[src/rtl/clock_time_setter.sv]
// -----------------------------------------------------------------------------
// clock_time_setter
//
// User-input side of the digital clock. Three raw active-low pushbuttons are
// synchronised and debounced into one-cycle press events, which drive a
// set-time FSM:
//   RUN -> SET_HOUR -> SET_MIN -> SET_SEC -> RUN   (on each mode press)
// Entering SET_HOUR snapshots the live counter values into edit registers.
// Inc/dec presses in a SET state wrap-edit the selected field. Each edit
// issues a one-cycle load strobe for that field. Leaving SET_SEC issues one
// cycle with all three load strobes set, so the counters are committed together.
// While editing, the selected display pair blinks through blank_mask.
//
// Ports
//   clk_in_50M            in   system clock
//   rst_n                 in   asynchronous active-low reset
//   key_mode_n            in   raw mode key, active-low, asynchronous
//   key_inc_n             in   raw increment key, active-low, asynchronous
//   key_dec_n             in   raw decrement key, active-low, asynchronous
//   secState/minState/hourState  in [6:0]  live counter values, binary
//   en_sec/en_min/en_hour        out       counter enables (1 = count)
//   load_sec/load_min/load_hour  out       one-cycle load strobes
//   data_sec/data_min/data_hour  out [6:0] preload values (the edit registers)
//   blank_mask            out [2:0] [2]=hour [1]=min [0]=sec, 1 = blank
//   set_mode              out [1:0] 00 RUN, 01 SET_HOUR, 10 SET_MIN, 11 SET_SEC
// -----------------------------------------------------------------------------
module clock_time_setter #(
    parameter int DB_CYCLES    = 1_000_000,
    parameter int BLINK_CYCLES = 12_500_000,
    parameter int HOUR_MOD     = 24
) (
    input  logic       clk_in_50M,
    input  logic       rst_n,
    input  logic       key_mode_n,
    input  logic       key_inc_n,
    input  logic       key_dec_n,
    input  logic [6:0] secState,
    input  logic [6:0] minState,
    input  logic [6:0] hourState,
    output logic       en_sec,
    output logic       en_min,
    output logic       en_hour,
    output logic       load_sec,
    output logic       load_min,
    output logic       load_hour,
    output logic [6:0] data_sec,
    output logic [6:0] data_min,
    output logic [6:0] data_hour,
    output logic [2:0] blank_mask,
    output logic [1:0] set_mode
);

    // Counter widths: $clog2(N) bits are enough to hold the terminal value N-1.
    localparam int DB_W    = (DB_CYCLES    > 1) ? $clog2(DB_CYCLES)    : 1;
    localparam int BLINK_W = (BLINK_CYCLES > 1) ? $clog2(BLINK_CYCLES) : 1;

    localparam logic [DB_W-1:0]    DB_LAST    = DB_W'(DB_CYCLES - 1);
    localparam logic [BLINK_W-1:0] BLINK_LAST = BLINK_W'(BLINK_CYCLES - 1);

    localparam logic [6:0] HOUR_MAX = 7'(HOUR_MOD - 1);
    localparam logic [6:0] SIX_MAX  = 7'd59;

    typedef enum logic [1:0] {
        ST_RUN      = 2'b00,
        ST_SET_HOUR = 2'b01,
        ST_SET_MIN  = 2'b10,
        ST_SET_SEC  = 2'b11
    } state_t;

    // -------------------------------------------------------------------------
    // Key conditioning: [0]=mode [1]=inc [2]=dec
    // -------------------------------------------------------------------------
    logic [2:0] w_key_raw;
    logic [2:0] w_press;

    assign w_key_raw = {key_dec_n, key_inc_n, key_mode_n};

    genvar gi;
    generate
        for (gi = 0; gi < 3; gi++) begin : g_key
            logic            r_sync1;
            logic            r_sync2;
            logic            r_db;
            logic            r_db_d;
            logic [DB_W-1:0] r_db_cnt;

            // The debounced level only follows the synced level after it has
            // disagreed for DB_CYCLES consecutive cycles; any agreement clears
            // the run, so short glitches never reach r_db.
            always_ff @(posedge clk_in_50M or negedge rst_n) begin
                if (!rst_n) begin
                    r_sync1  <= 1'b1;
                    r_sync2  <= 1'b1;
                    r_db     <= 1'b1;
                    r_db_d   <= 1'b1;
                    r_db_cnt <= '0;
                end else begin
                    r_sync1 <= w_key_raw[gi];
                    r_sync2 <= r_sync1;
                    r_db_d  <= r_db;
                    if (r_sync2 == r_db) begin
                        r_db_cnt <= '0;
                    end else if (r_db_cnt == DB_LAST) begin
                        r_db     <= r_sync2;
                        r_db_cnt <= '0;
                    end else begin
                        r_db_cnt <= r_db_cnt + DB_W'(1);
                    end
                end
            end

            // Falling edge of the debounced level only: held keys and
            // releases produce no further events.
            assign w_press[gi] = r_db_d & ~r_db;
        end
    endgenerate

    logic w_mode_evt;
    logic w_inc_evt;
    logic w_dec_evt;

    // Mode has priority; inc and dec together cancel each other.
    assign w_mode_evt = w_press[0];
    assign w_inc_evt  = w_press[1] & ~w_press[2] & ~w_press[0];
    assign w_dec_evt  = w_press[2] & ~w_press[1] & ~w_press[0];

    // -------------------------------------------------------------------------
    // Field helpers
    // -------------------------------------------------------------------------
    function automatic logic [6:0] f_inc(input logic [6:0] v, input logic [6:0] vmax);
        return (v == vmax) ? 7'd0 : v + 7'd1;
    endfunction

    function automatic logic [6:0] f_dec(input logic [6:0] v, input logic [6:0] vmax);
        return (v == 7'd0) ? vmax : v - 7'd1;
    endfunction

    // Out-of-range live values are snapshotted as 0 so the edit register is
    // always a legal field value.
    function automatic logic [6:0] f_snap(input logic [6:0] v, input logic [6:0] vmax);
        return (v > vmax) ? 7'd0 : v;
    endfunction

    // -------------------------------------------------------------------------
    // Set-time FSM
    // -------------------------------------------------------------------------
    state_t               r_state;
    logic [6:0]           r_hour;
    logic [6:0]           r_min;
    logic [6:0]           r_sec;
    logic [2:0]           r_load;       // {hour, min, sec}
    logic                 r_en;
    logic [BLINK_W-1:0]   r_blink_cnt;
    logic                 r_blink;

    state_t               w_state_next;
    logic [6:0]           w_hour_next;
    logic [6:0]           w_min_next;
    logic [6:0]           w_sec_next;
    logic [2:0]           w_load_next;
    logic                 w_en_next;
    logic [BLINK_W-1:0]   w_blink_cnt_next;
    logic                 w_blink_next;
    logic                 w_edit;

    always_ff @(posedge clk_in_50M or negedge rst_n) begin
        if (!rst_n) begin
            r_state     <= ST_RUN;
            r_hour      <= 7'd0;
            r_min       <= 7'd0;
            r_sec       <= 7'd0;
            r_load      <= 3'b000;
            r_en        <= 1'b1;
            r_blink_cnt <= '0;
            r_blink     <= 1'b0;
        end else begin
            r_state     <= w_state_next;
            r_hour      <= w_hour_next;
            r_min       <= w_min_next;
            r_sec       <= w_sec_next;
            r_load      <= w_load_next;
            r_en        <= w_en_next;
            r_blink_cnt <= w_blink_cnt_next;
            r_blink     <= w_blink_next;
        end
    end

    always_comb begin
        w_state_next     = r_state;
        w_hour_next      = r_hour;
        w_min_next       = r_min;
        w_sec_next       = r_sec;
        w_load_next      = 3'b000;
        w_edit           = 1'b0;
        w_blink_cnt_next = r_blink_cnt;
        w_blink_next     = r_blink;

        case (r_state)
            ST_RUN: begin
                if (w_mode_evt) begin
                    w_state_next = ST_SET_HOUR;
                    w_hour_next  = f_snap(hourState, HOUR_MAX);
                    w_min_next   = f_snap(minState, SIX_MAX);
                    w_sec_next   = f_snap(secState, SIX_MAX);
                end
            end
            ST_SET_HOUR: begin
                if (w_mode_evt) begin
                    w_state_next = ST_SET_MIN;
                end else if (w_inc_evt || w_dec_evt) begin
                    w_hour_next    = w_inc_evt ? f_inc(r_hour, HOUR_MAX) : f_dec(r_hour, HOUR_MAX);
                    w_load_next[2] = 1'b1;
                    w_edit         = 1'b1;
                end
            end
            ST_SET_MIN: begin
                if (w_mode_evt) begin
                    w_state_next = ST_SET_SEC;
                end else if (w_inc_evt || w_dec_evt) begin
                    w_min_next     = w_inc_evt ? f_inc(r_min, SIX_MAX) : f_dec(r_min, SIX_MAX);
                    w_load_next[1] = 1'b1;
                    w_edit         = 1'b1;
                end
            end
            ST_SET_SEC: begin
                if (w_mode_evt) begin
                    // Commit all three fields together on the way out.
                    w_state_next = ST_RUN;
                    w_load_next  = 3'b111;
                end else if (w_inc_evt || w_dec_evt) begin
                    w_sec_next     = w_inc_evt ? f_inc(r_sec, SIX_MAX) : f_dec(r_sec, SIX_MAX);
                    w_load_next[0] = 1'b1;
                    w_edit         = 1'b1;
                end
            end
            default: begin
                w_state_next = ST_RUN;
            end
        endcase

        // Counting resumes only once RUN has been held for a full cycle, so
        // the commit cycle still sees the counters disabled.
        w_en_next = (r_state == ST_RUN) && (w_state_next == ST_RUN);

        // Blink phase restarts visible on every state change and every edit
        // so the user always sees the new value immediately.
        if ((w_state_next == ST_RUN) || (w_state_next != r_state) || w_edit) begin
            w_blink_cnt_next = '0;
            w_blink_next     = 1'b0;
        end else if (r_blink_cnt == BLINK_LAST) begin
            w_blink_cnt_next = '0;
            w_blink_next     = ~r_blink;
        end else begin
            w_blink_cnt_next = r_blink_cnt + BLINK_W'(1);
        end
    end

    // -------------------------------------------------------------------------
    // Outputs
    // -------------------------------------------------------------------------
    logic [2:0] w_blank;

    always_comb begin
        w_blank = 3'b000;
        case (r_state)
            ST_SET_HOUR: w_blank[2] = r_blink;
            ST_SET_MIN:  w_blank[1] = r_blink;
            ST_SET_SEC:  w_blank[0] = r_blink;
            default:     w_blank    = 3'b000;
        endcase
    end

    assign en_sec     = r_en;
    assign en_min     = r_en;
    assign en_hour    = r_en;
    assign load_hour  = r_load[2];
    assign load_min   = r_load[1];
    assign load_sec   = r_load[0];
    assign data_hour  = r_hour;
    assign data_min   = r_min;
    assign data_sec   = r_sec;
    assign blank_mask = w_blank;
    assign set_mode   = r_state;

endmodule

[config.mk]
export PLATFORM = sky130hd
export DESIGN_NAME = clock_time_setter
export DESIGN_NICKNAME = d
export VERILOG_FILES = /design/src/rtl/clock_time_setter.sv
export SDC_FILE = /design/constraint.sdc
export NUM_CORES = 1
export LEC_CHECK = 0
export CORE_ASPECT_RATIO = 0.9
export CORE_MARGIN = 2
export CORE_UTILIZATION = 30
export CTS_CLUSTER_SIZE = 8
export DETAILED_ROUTE_END_ITERATION = 7
export PLACE_DENSITY_LB_ADDON = 0.12
export SYNTH_ARGS = -nofsm -noshare
export SYNTH_HDL_FRONTEND = slang
export SYNTH_SLANG_ARGS = --single-unit
[constraint.sdc]
create_clock -name clk_in_50M -period 2.35 [get_ports clk_in_50M]
set_clock_uncertainty 0.1 [all_clocks]
set_input_delay 0.47 -clock clk_in_50M [delete_from_list [all_inputs] [get_ports clk_in_50M]]
set_output_delay 0.47 -clock clk_in_50M [all_outputs]
set_load 0.05 [all_outputs]
# --- Yosys cells after proc, flatten, opt, wreduce, memory -nomap -nowiden ---
# Cells that the tools add are included.
classes:
  reduce_logical: 20
  div_mod_pow: 0
  add_sub_neg: 10
  n_shift: 0
  mul: 0
  order_cmp: 3
  n_eq_ne: 21
  muxes: 50
  bitwise_logic: 17
op_table:
  columns: ["operator", "count"]
  rows:
  - ["$mux 7", 21]
  - ["$mux 20", 6]
  - ["$add 20x1->20 const B", 3]
  - ["$eq 20x20->1 const B", 3]
  - ["$mux 24", 2]
  - ["$pmux 7 s2", 3]
  - ["$add 24x1->24 const B", 1]
  - ["$eq 24x24->1 const B", 1]
  - ["$add 7x1->7 const B", 3]
  - ["$logic_not 7->1", 3]
  - ["$sub 7x1->7 const B", 3]
  - ["$eq 7x6->1 const B", 2]
  - ["$gt 7x6->1 const B", 2]
  - ["$ne 2x2->1 const B", 7]
  - ["$reduce_and 4->1", 3]
  - ["$mux 1", 10]
  - ["$mux 2", 5]
  - ["$not 1->1", 10]
  - ["$pmux 2 s4", 1]
  - ["$reduce_bool 2->1", 4]
  - ["$and 1x1->1", 7]
  - ["$eq 7x5->1 const B", 1]
  - ["$gt 7x5->1 const B", 1]
  - ["$reduce_and 2->1", 3]
  - ["other kinds (9)", 16]
word_totals:
  latch_bits: 0
  mem_count: 0
  ff_bits: 124
  mem_bits_rw: 0
  input_bits: 26
  out_inout_bits: 32
  romBits: 0
  wordCells: 144

# --- Depth between registers and ports, before layout ---
depth:
  word_depth: 11
  mapped_depth: 8
  depth_no_buf: 7

# --- Least setup slack after synthesis ---
# Ideal clock, no wire load.
synth_path:
  path_kind: "register to register"
  startpoint: "register r_min[0] (netlist: data_min[0])"
  endpoint: "register r_min[3] (netlist: data_min[3])"
  path_slack_ns: 0.049
  setup_time_ns: 0.086
  path_stages_with_launch: 8
  required_ns: 2.164
  synth_period_minus_slack_ns: 2.301
  n_path_buf: 0
  arrival_time_ns: 2.115
  path_cell_list: "dfrtp_1 inv_1 ha_1 or3b_1 or4_4 a31oi_1 o21ai_1 a32oi_1"
synth_via:
  elab_chain_cells: 6
  word_cells_on_any_way: 10
  cone_classes: "2 x add/sub; 1 x eq/ne; 6 x mux; 1 x reduce/logical"
synth_lines:
  columns: ["item", "line", "text"]
  rows:
  - ["start: declaration", "149", "logic [6:0] r_min;"]
  - ["start signal: assignment", "179", "r_min <= w_min_next;"]
  - ["$sub 7x1->7 (tied with other cells)", "135", "return (v == 7'd0) ? vmax : v - 7'd1;"]
  - ["$mux 7 (on tied branches)", "135, 131", null]
  - ["$mux 7 *", "220", "w_min_next = w_inc_evt ? f_inc(r_min, SIX_MAX) : f_dec(r_min, SIX_MAX);"]
  - ["$mux 7 *", "219", "end else if (w_inc_evt || w_dec_evt) begin"]
  - ["$mux 7 *", "217", "if (w_mode_evt) begin"]
  - ["$pmux 7 s2 *", "198", "case (r_state)"]
# Mark *: on every way between the ends. The rest lies on a longest branch, timed or not. The select of a mux whose other input is x is not followed.
# A chain may end at the register's enable or synchronous reset.

# --- Final worst setup path ---
layout_path:
  startpoint: "register r_min[0] (netlist: data_min[0])"
  endpoint: "output port data_min[0]"
layout_lines:
  columns: ["item", "line", "text"]
  rows:
  - ["end: declaration", "47", "output logic [6:0] data_min,"]
# No word-level cell between the ends.

==> impl_metrics.toml <==
[cells_and_area]
final_common_cell = "sky130_fd_sc_hd__nor2_1"
area_growth_syn_to_layout_pct = 24.7
final.fill_count = 2283
fin_nets = 835
area.sequential_sq_um = 3120
final_core_util_pct = 37.8
antenna_cells_inserted = 0
stdcell_count = 1109
post_route_cells_drive_above_1_share_pct = 13.2
layout.cells.most_common_list = "sky130_fd_sc_hd__nor2_1 (124), sky130_fd_sc_hd__dfrtp_1 (111), sky130_fd_sc_hd__nand3_1 (47)"
multi_input_comb_area_sq_um = 3430

[global_routing]
global_route_wire_length_before_repair_mm = 28.8
grt.overflow.total = 0
combined_global_route_utilization_of_all_metal_layers_pct = 15.1
initial_antenna_violation_count = 0
maximum_number_of_pins_on_one_net_before_global_route_repair = 38
grt_pass1_vias = 5404

[clock_network]
clockRootBuffer = "sky130_fd_sc_hd__clkbuf_16"
cts.clk_slew.worst_paths_ns = 0.06
post_cts_buffers = 0
number_of_buffers_added_by_the_clock_tree_synthesis_step = 17
maximum_root_to_sink_buffer_count = 2
cts_tree = "built"
worstSkewPairLatency_ns = 0.42
cts_htree_levels = 4
numClockSinks = 124

[sta]
final_max_slew_viol_count = 0
layout_min_cycle_time_ns = 2.29
totalNegativeSetupSlack_ns = 0
maxSlewHeadroom_pct = 61.1
hold_viol_final = 0
rsz0062_at_grt = "false"
setup-violations-final = 0
fmax_mhz = 437
setup_ws_ns = 0.0633
timing.hold.ws_ns = 0.259
period_utilization_post_route_pct = 97.3
worst-slew-pin-transition_ns = 0.578

[power_and_ir_drop]
seq_power_share_pct = 43.6
clock_power_share_pct = 52.9
power_switching_w = 0.00109
p_leak_nw = 3.41
switching_share_pct = 21.9
cellPowerDensity_nw_per_um2 = 588
intPower_w = 0.00389
peakVddDrop_v = 0.000378
comb_power_share_pct = 3.5

[flow_run]
timing.max_cap.violations = 0

[synth]
mapped_area_sq_um = 6790
post_synth_num_cell_types = 69
post_synth.cell_area_avg_sq_um = 9.35
synth_sequential_area_ratio_pct = 46.0
synth-warning-count = 0
postSynthRegisterBits = 124
number_of_enable_type_register_cells_in_the_synthesized_netlist = 0
synth_cells = 726
async_reset_ff_share_pct = 100
synth_flop_cell = "sky130_fd_sc_hd__dfrtp_1"
syn-num-nets = 762

[drt]
finalWirelength_mm = 17.1
total_vias_in_the_final_route = 5623
drc_markers = 0
first_iter_violations = 353
detail_route.vias_per_cell = 5.07
avgRoutedWirePerCell_microns = 15.4
drtAntennaViolNets = 0
detail_route.first_pass.iterations = 5

[setup_path]
worst_path_bufs_invs = 2
crit_path_max_incr_delay_ns = 0.81
timing.rr.start = "data_sec[0]$_DFFE_PN0P_"
reg2reg_depth = 7
critical_path.slowest_cell = "sky130_fd_sc_hd__clkdlybuf4s50_1"
cp.depth = 2
worst_setup_path_start_kind = "register"
crit_end = "data_min[0]"
timing.rr.end = "data_sec[2]$_DFFE_PN0P_"
timing.reg2reg.setup_slack_ns = 0.17
crit_path_end_kind = "output pin"
crit_type = "reg -> out"
startpoint = "data_min[0]$_DFFE_PN0P_"
arrival_ns = 1.72
crit_chain = "buf_4 > clkdlybuf4s50_1"
crit_required_ns = 1.78
path_delay_family = "buffers and inverters"
critical_path.max_fanout = 8

[floorplanning]
core_area_sq_um = 22400
io_pins = 58
die_w_microns = 163
die_area_sq_um = 23800
starting_density_pct = 30.3
rows = 52
floorplan.die.height_microns = 147

[worst_hold_path]
worst_hold_startpoint = "g_key[0].r_sync1$_DFF_PN1_"
min_path_type = "reg -> reg"

[placed_design]
port_buffers = 57
place_ws_ns = 0.175
gp_congestion = 0.891
place_inst = 1076
dp.final_hpwl_mm = 12.5

[outcome]
run_status = "complete, no violations"
final cells by class:
| class | instances | share of cell area [%] |
|---|---|---|
| inverter | 26 | 1.15 |
| clock inverter | 11 | 1.57 |
| timing repair buffer | 86 | 10.0 |
| clock buffer | 21 | 5.56 |
| sequential | 124 | 36.8 |
| multi-input combinational | 544 | 40.5 |
| tap | 297 | 4.39 |
layer usage:
metal  GRT usage, %  vias up  wire [microns]
li1               -     2704               -
met1           22.8     2751            8530
met2           21.2      158            7260
met3           3.98       10            1110
met4           4.20        0             157
met5              0        -               0
stage by stage:
| stage | total power, W | instance area [sq um] |
|---|---|---|
| 6_report | 0.00498 | 8470 |
| 3_5_place_dp | 0.00239 | 7840 |
| 5_1_grt | 0.00521 | 8470 |
| 4_1_cts | 0.00509 | 8450 |
| 2_1_floorplan | 0.00227 | 6790 |
| 3_3_place_gp | 0.00238 | 7840 |
sequential cells by signal, indices dropped and copies added, names as in the netlist:
register / cells
data_min: 7
en_hour: 1
r_load: 3
g_key.r_sync2: 3
r_blink_cnt: 24
data_hour: 7
g_key.r_sync1: 3
g_key.r_db_d: 3
g_key.r_db_cnt: 60
data_sec: 7
set_mode: 2
r_blink: 1
g_key.r_db: 3
synth_stat cells, types with 4 or more instances:
library cell,n,area (sq um)
sky130_fd_sc_hd__nor2_1,124,465
sky130_fd_sc_hd__dfrtp_1,111,2780
sky130_fd_sc_hd__nand3_1,47,235
sky130_fd_sc_hd__xnor2_1,45,394
sky130_fd_sc_hd__nand2_1,44,165
sky130_fd_sc_hd__xor2_1,43,377
sky130_fd_sc_hd__inv_1,26,97.6
sky130_fd_sc_hd__nand4_1,23,144
sky130_fd_sc_hd__nor3_1,20,100
sky130_fd_sc_hd__buf_2,16,80.1
sky130_fd_sc_hd__a21oi_1,15,75.1
sky130_fd_sc_hd__and3_1,15,93.8
sky130_fd_sc_hd__a31oi_1,13,81.3
sky130_fd_sc_hd__dfstp_2,13,342
sky130_fd_sc_hd__clkbuf_1,12,45.0
sky130_fd_sc_hd__nor4_1,11,68.8
sky130_fd_sc_hd__ha_1,10,125
sky130_fd_sc_hd__o21ai_0,8,40.0
sky130_fd_sc_hd__or3_1,8,50.1
sky130_fd_sc_hd__and2_1,7,43.8
sky130_fd_sc_hd__nor4b_1,7,61.3
sky130_fd_sc_hd__o211ai_1,6,45.0
sky130_fd_sc_hd__o31ai_1,6,45.0
sky130_fd_sc_hd__and4_1,5,43.8
sky130_fd_sc_hd__nand4b_1,5,43.8
sky130_fd_sc_hd__nor2b_1,5,31.3
sky130_fd_sc_hd__or4_1,5,37.5
sky130_fd_sc_hd__o311ai_0,4,35.0
sky130_fd_sc_hd__or2_2,4,25.0
worst reg2reg max path, stage by stage, from the launching register on:
cell and delay [ns]:
sky130_fd_sc_hd__dfrtp_1 0.44, sky130_fd_sc_hd__inv_1 0.11, sky130_fd_sc_hd__ha_1 0.18, sky130_fd_sc_hd__nor3b_1 0.40, sky130_fd_sc_hd__nand3b_1 0.22, sky130_fd_sc_hd__a211o_1 0.30
sky130_fd_sc_hd__a32oi_1 0.19, sky130_fd_sc_hd__mux2i_1 0.10
power by group through the flow:
stage                     clock network, W  logic [W]  registers (W)
after floorplan                          0  0.0000577        0.00221
after global placement                   0   0.000174        0.00221
after detailed placement                 0   0.000177        0.00221
after CTS                          0.00274   0.000180        0.00217
after global routing               0.00284   0.000196        0.00217
final                              0.00264   0.000172        0.00217
logic make-up after synthesis:
logic type	share of synthesized area [%]
and+or+nand+nor	26.5
DFF	46.0
xor gates and xnor gates	11.6
AOI/OAI and AO/OA	9.13
buffers and inverters	3.72
adders and majority gates	1.84
muxes	1.27
timing repair:
| action | CTS | global route |
|---|---|---|
| hold endpoints to repair | 27 | 0 |
| hold buffers | 1 | 0 |
| gates cloned | 0 | 0 |
| endpoints found under the setup margin | 8 | 8 |
| resized for setup | 7 | 7 |
how the worst min path moves through the flow:
stage,end,depth (start not counted)
global placement,g_key[0].r_sync2$_DFF_PN1_,0
finish,g_key[0].r_sync2$_DFF_PN1_,0
floorplan,data_hour[0]$_DFFE_PN0P_,0
CTS,g_key[0].r_sync2$_DFF_PN1_,0
detailed placement,g_key[0].r_sync2$_DFF_PN1_,0
global route,g_key[0].r_sync2$_DFF_PN1_,0
Note: power is estimated with default switching activity, not from simulation.
